### src/rtl/scoreboard_pkg.sv
// Shared scoreboard types and entry-state encoding.
// Imported by the scoreboard and by the forwarding unit.
package scoreboard_pkg;

  localparam int REG_CNT = 8;
  localparam int ST_W    = 3;

  typedef logic [2:0]      reg_idx_t;
  typedef logic [ST_W-1:0] sb_state_t;

  localparam sb_state_t SB_READY = 3'd0;
  localparam sb_state_t SB_WB    = 3'd1;
  localparam sb_state_t SB_MEM   = 3'd2;
  localparam sb_state_t SB_EX    = 3'd3;

endpackage

### src/rtl/sb_entry.sv
// One pending-write entry: loads on an issue hit, otherwise counts down to ready.
// Latency: state is registered, and state_nxt is the combinational next value.
// Backpressure: none. Ageing never pauses because only ID stalls.
module sb_entry #(
  parameter int            ST_W     = 3,
  parameter logic [ST_W-1:0] LOAD_VAL = 3
) (
  input  logic            clk,
  input  logic            reset_n,
  input  logic            load,
  input  logic            age_en,
  output logic [ST_W-1:0] state,
  output logic [ST_W-1:0] state_nxt
);
  import scoreboard_pkg::*;

  // An issue hit overrides any older count, so the youngest producer wins.
  always_comb begin
    state_nxt = state;
    if (load) begin
      state_nxt = LOAD_VAL;
    end else if (age_en && (state != '0)) begin
      state_nxt = state - 1'b1;
    end
  end

  always_ff @(posedge clk or negedge reset_n) begin
    if (!reset_n) begin
      state <= '0;
    end else begin
      state <= state_nxt;
    end
  end

endmodule

### src/rtl/reg_scoreboard.sv
// Per-register pending-write table feeding forwarding and hazard-lock logic.
// Latency: an issue at edge N is visible after N, and the entry reaches 0 after N+3. No backpressure is applied.
// Optional SCOREBOARD_STATS_EN adds saturating lock_cycles and wb_retires counters.
module reg_scoreboard #(
  parameter int                REG_CNT     = scoreboard_pkg::REG_CNT,
  parameter int                ST_W        = scoreboard_pkg::ST_W,
  parameter logic [ST_W-1:0]   ISSUE_STATE = 3
) (
  input  logic                            clk,
  input  logic                            reset_n,
  input  logic                            issue_valid,
  input  logic                            issue_regwrite,
  input  logic [$clog2(REG_CNT)-1:0]      issue_rd,
  input  logic                            stall,
  input  logic                            flush,
  output logic [REG_CNT-1:0][ST_W-1:0]    register_invalid,
  output logic                            any_pending
`ifdef SCOREBOARD_STATS_EN
  ,
  output logic [15:0]                     lock_cycles,
  output logic [15:0]                     wb_retires
`endif
);
  import scoreboard_pkg::*;

  localparam int IDX_W = $clog2(REG_CNT);

  logic                         issue_go;
  logic [REG_CNT-1:0]           hit;
  logic [REG_CNT-1:0]           retire;
  logic [REG_CNT-1:0][ST_W-1:0] state_nxt;

  assign issue_go = issue_valid && issue_regwrite && !stall && !flush;

  for (genvar i = 0; i < REG_CNT; i++) begin : g_entry
    assign hit[i]    = issue_go && (issue_rd == IDX_W'(i));
    assign retire[i] = (register_invalid[i] == ST_W'(SB_WB)) &&
                       (state_nxt[i] == ST_W'(SB_READY));

    sb_entry #(
      .ST_W     (ST_W),
      .LOAD_VAL (ISSUE_STATE)
    ) u_entry (
      .clk       (clk),
      .reset_n   (reset_n),
      .load      (hit[i]),
      .age_en    (1'b1),
      .state     (register_invalid[i]),
      .state_nxt (state_nxt[i])
    );
  end

  // Derived from the next state so that it lines up with register_invalid.
  always_ff @(posedge clk or negedge reset_n) begin
    if (!reset_n) begin
      any_pending <= 1'b0;
    end else begin
      any_pending <= |state_nxt;
    end
  end

`ifdef SCOREBOARD_STATS_EN
  always_ff @(posedge clk or negedge reset_n) begin
    if (!reset_n) begin
      lock_cycles <= '0;
      wb_retires  <= '0;
    end else begin
      if (stall && (lock_cycles != 16'hFFFF)) begin
        lock_cycles <= lock_cycles + 16'd1;
      end
      if ((|retire) && (wb_retires != 16'hFFFF)) begin
        wb_retires <= wb_retires + 16'd1;
      end
    end
  end
`else
  logic unused_retire;
  assign unused_retire = ^retire;
`endif

endmodule

### config.mk
export PLATFORM = sky130hd
export DESIGN_NAME = reg_scoreboard
export DESIGN_NICKNAME = d
export VERILOG_FILES = /design/src/rtl/scoreboard_pkg.sv /design/src/rtl/sb_entry.sv /design/src/rtl/reg_scoreboard.sv
export SDC_FILE = /design/constraint.sdc
export NUM_CORES = 1
export LEC_CHECK = 0
export CAP_MARGIN = 20
export CORE_ASPECT_RATIO = 1.75
export CORE_MARGIN = 10
export CORE_UTILIZATION = 30
export CTS_BUF_LIST = sky130_fd_sc_hd__clkbuf_8 sky130_fd_sc_hd__clkbuf_16
export CTS_CLUSTER_SIZE = 12
export DETAILED_ROUTE_END_ITERATION = 6
export SETUP_SLACK_MARGIN = 0.15
export SYNTH_ARGS = -nofsm -noshare
export SYNTH_HDL_FRONTEND = slang
export SYNTH_SLANG_ARGS = --single-unit
### constraint.sdc
create_clock -name clk -period 2 [get_ports clk]
set_clock_uncertainty 0.1 [all_clocks]
set_input_delay 0.5 -clock clk [delete_from_list [all_inputs] [get_ports clk]]
set_output_delay 0.5 -clock clk [all_outputs]
set_load 0.01 [all_outputs]
==> reports/summary.txt <==
DP HPWL: 3010 um
Die area: 0.00894 mm^2
Post-Layout Cell Count: 302
Hold WC Path Type: reg2reg
Top-count cell post-synth: inv_1
GRT Overall Usage: 8.44%
Count of pins over their slew limit: 0
Placed Instances: 290
Initial antenna violation count: 0
Leading area contributor after synthesis: dfrtp_1
Synth area leaders: dfrtp_1 38%, ha_1 18%, inv_1 7.6%, nand2_1 4.8%, xor2_1 4.3%
Post-synthesis area per instance: 9.47 um^2
CORE AREA: 0.00530 mm^2
DR pass1 iterations: 3
Clock Path Buffers: 2
Share of the synthesized area in the top cell type: 38.2%
Cell Pwr Density: 1300 mW/mm^2
Area Growth Syn to Fin: 48.0%
CTS tree: yes
# nets final: 262
Root buffer cell: clkbuf_8
Crit path DAT: 1.87 ns
Worst-Skew Late Latency: 0.27 ns
Antenna viol nets, final: 0
Vias after detailed routing: 1323
Top FF cell, synth: dfrtp_1
Setup TNS: 0 ns
Critical path launch point type: flop
Worst Setup End Kind: flop
H-tree depth: 1
Initial Util: 30.9%
N_diodes: 0
Crit path max fanout: 4
CTS Hold Bufs: 0
Unrepaired setup endpoints after global routing: true
Vias in the first global route: 1348
First-pass GRT wire length: 6110 um
Avg Vias per Cell: 4.38
Syn_nets: 206
Leakage: 1.21 nW
Port Buffers: 33
Min Clock Period, post-route: 1.83 ns
Global route overflow: 0
Fin crit share: 91.5%
CTS Buf Count: 3
Fmax: 546 MHz
CTS sink count: 25
Synthesized instance count: 173
Post-synth EDFFs: 0
Max-slew headroom: 78.2%
Die Span Y: 118 um
Worst Path Required: 2.04 ns
Pin count of the biggest net entering global routing: 26
Area of placed instances: 0.00214 mm^2
DRC Markers: 0
Post-synthesis register bit count: 25
Number of max-cap violations: 0
Routed WL: 3790 um
Die X: 75.9 um
Reg clk slew, reported paths: 0.09 ns
Number of top-level pins: 34
Synth unique cells: 31
Final instance area: 0.00243 mm^2
Register area share after synthesis: 38.2%
Post-synthesis cell area: 0.00164 mm^2
Top cells by count, synth: 33 x inv_1, 25 x dfrtp_1, 24 x ha_1, 21 x nand2_1
Asr flop ratio synth: 100%
WS Path Type: reg2reg
Maximum vdd drop: 0.669 mV
RePlAce Congestion: 0.796
Proportion of layout cells with a drive suffix above 1: 25.0%
# setup viols final: 0
Outcome: finished, final reports clean
Synthesis Warnings: 0
Hold Violations, Final: 0
Worst Tran Pin Value: 0.327 ns
DRT iter0 DRCs: 14
Routed WL per cell: 12.5 um
FP Rows: 35
Fillers: 523
[through the flow]
stage	setup slack (ns)	total power [W]	hold slack (ns)	utilization [%]
6_report	0.169	0.00316	0.456	45.8
5_1_grt	0.0581	0.00348	0.504	45.8
4_1_cts	0.0917	0.00290	0.451	41.9
3_5_place_dp	-0.132	0.00256	0.427	40.4
3_3_place_gp	-0.0606	0.00255	0.417	40.4
2_1_floorplan	0.166	0.00185	0.104	-
[final timing paths]
path / start / endpoint / slack (ns) / depth (start not counted)
max: g_entry[3].u_entry.state[1] / any_pending / 0.17 / 7
min: g_entry[0].u_entry.state[1] / g_entry[0].u_entry.state[1] / 0.46 / 2
max reg2reg: g_entry[3].u_entry.state[1] / any_pending / 0.17 / 7
min reg2reg: g_entry[0].u_entry.state[1] / g_entry[0].u_entry.state[1] / 0.46 / 2
max in group asynchronous: reset_n / g_entry[3].u_entry.state[1] / 1.03 / 2
min in group asynchronous: reset_n / g_entry[0].u_entry.state[2] / 0.49 / 2
[per-layer routing]
metal / routed length [um] / track usage [%] / vias to the layer above
li1: - / - / 665
met5: 0 / 0 / -
met2: 2100 / 15.6 / 20
met3: 179 / 2.28 / 4
met1: 1480 / 8.69 / 634
met4: 32 / 2.10 / 0
[flip-flops by register name, indices dropped and copies added, names as in the netlist]
name and flops:
g_entry.u_entry.state 24, any_pending 1
[area by class of cell]
class / instances / area (um^2) / area share [%]
Multi-Input combinational cell: 112 / 1040 / 42.7
Sequential cell: 25 / 628 / 25.9
Timing Repair Buffer: 54 / 500 / 20.6
Inverter: 33 / 124 / 5.11
Tap cell: 74 / 92.6 / 3.82
Clock buffer: 3 / 41.3 / 1.70
Clock inverter: 1 / 3.75 / 0.155
[layout by cell type, fill, tap and decap left out, types with 2 or more instances in the layout]
cell type,synthesis,final
clkdlybuf4s50_1,0,16
buf_4,0,21
o21ai_0,2,2
inv_2,0,5
o211ai_1,6,6
dfrtp_2,0,2
nor2_1,5,5
clkbuf_8,0,3
nor2b_2,0,2
and2_1,8,8
nand3_1,4,4
dlygate4sd2_1,0,8
dlymetal6s2s_1,0,9
xor2_1,8,7
ha_2,0,5
mux2i_1,3,3
ha_4,0,8
nand2_1,21,21
and3b_1,5,5
inv_1,33,29
ha_1,24,11
a31oi_1,2,2
a21oi_1,3,3
nor3_1,3,2
nor3b_4,0,2
dfrtp_1,25,23
nor3b_1,3,2
[worst max-delay path, stage by stage, from the launching register on]
cell and delay (ns):
dfrtp_2 0.41, inv_2 0.06, ha_4 0.16, ha_4 0.16, and3b_1 0.22, o22ai_2 0.09, a2111oi_2 0.33, o2111ai_1 0.16
[logic make-up after synthesis]
kind of cell             Yosys count  share of synthesized area [%]
AND/OR/NAND/NOR                   58                           20.2
buffers and inverters             36                           8.78
flip-flops                        25                           38.2
adder cells (fa/ha/maj)           24                           18.3
AO/OA/AOI/OAI                     18                           7.79
XOR/XNOR                           8                           4.27
multiplexers                       4                           2.52
[where the power goes]
| group | total [W] | switching (W) | internal, W |
|---|---|---|---|
| clock | 0.000304 | 0.000166 | 0.000138 |
| combinational | 0.00204 | 0.000935 | 0.00111 |
| sequential | 0.000820 | 0.000124 | 0.000695 |
[what timing repair did]
item / in CTS / in global routing
buffers inserted: 3 / 5
hold endpoints to repair: 0 / 0
gates cloned: 0 / 0
gates resized for setup: 16 / 39
pin swaps: 2 / 7
setup endpoints to repair: 10 / 10
Power figures use the tool's default switching activity.
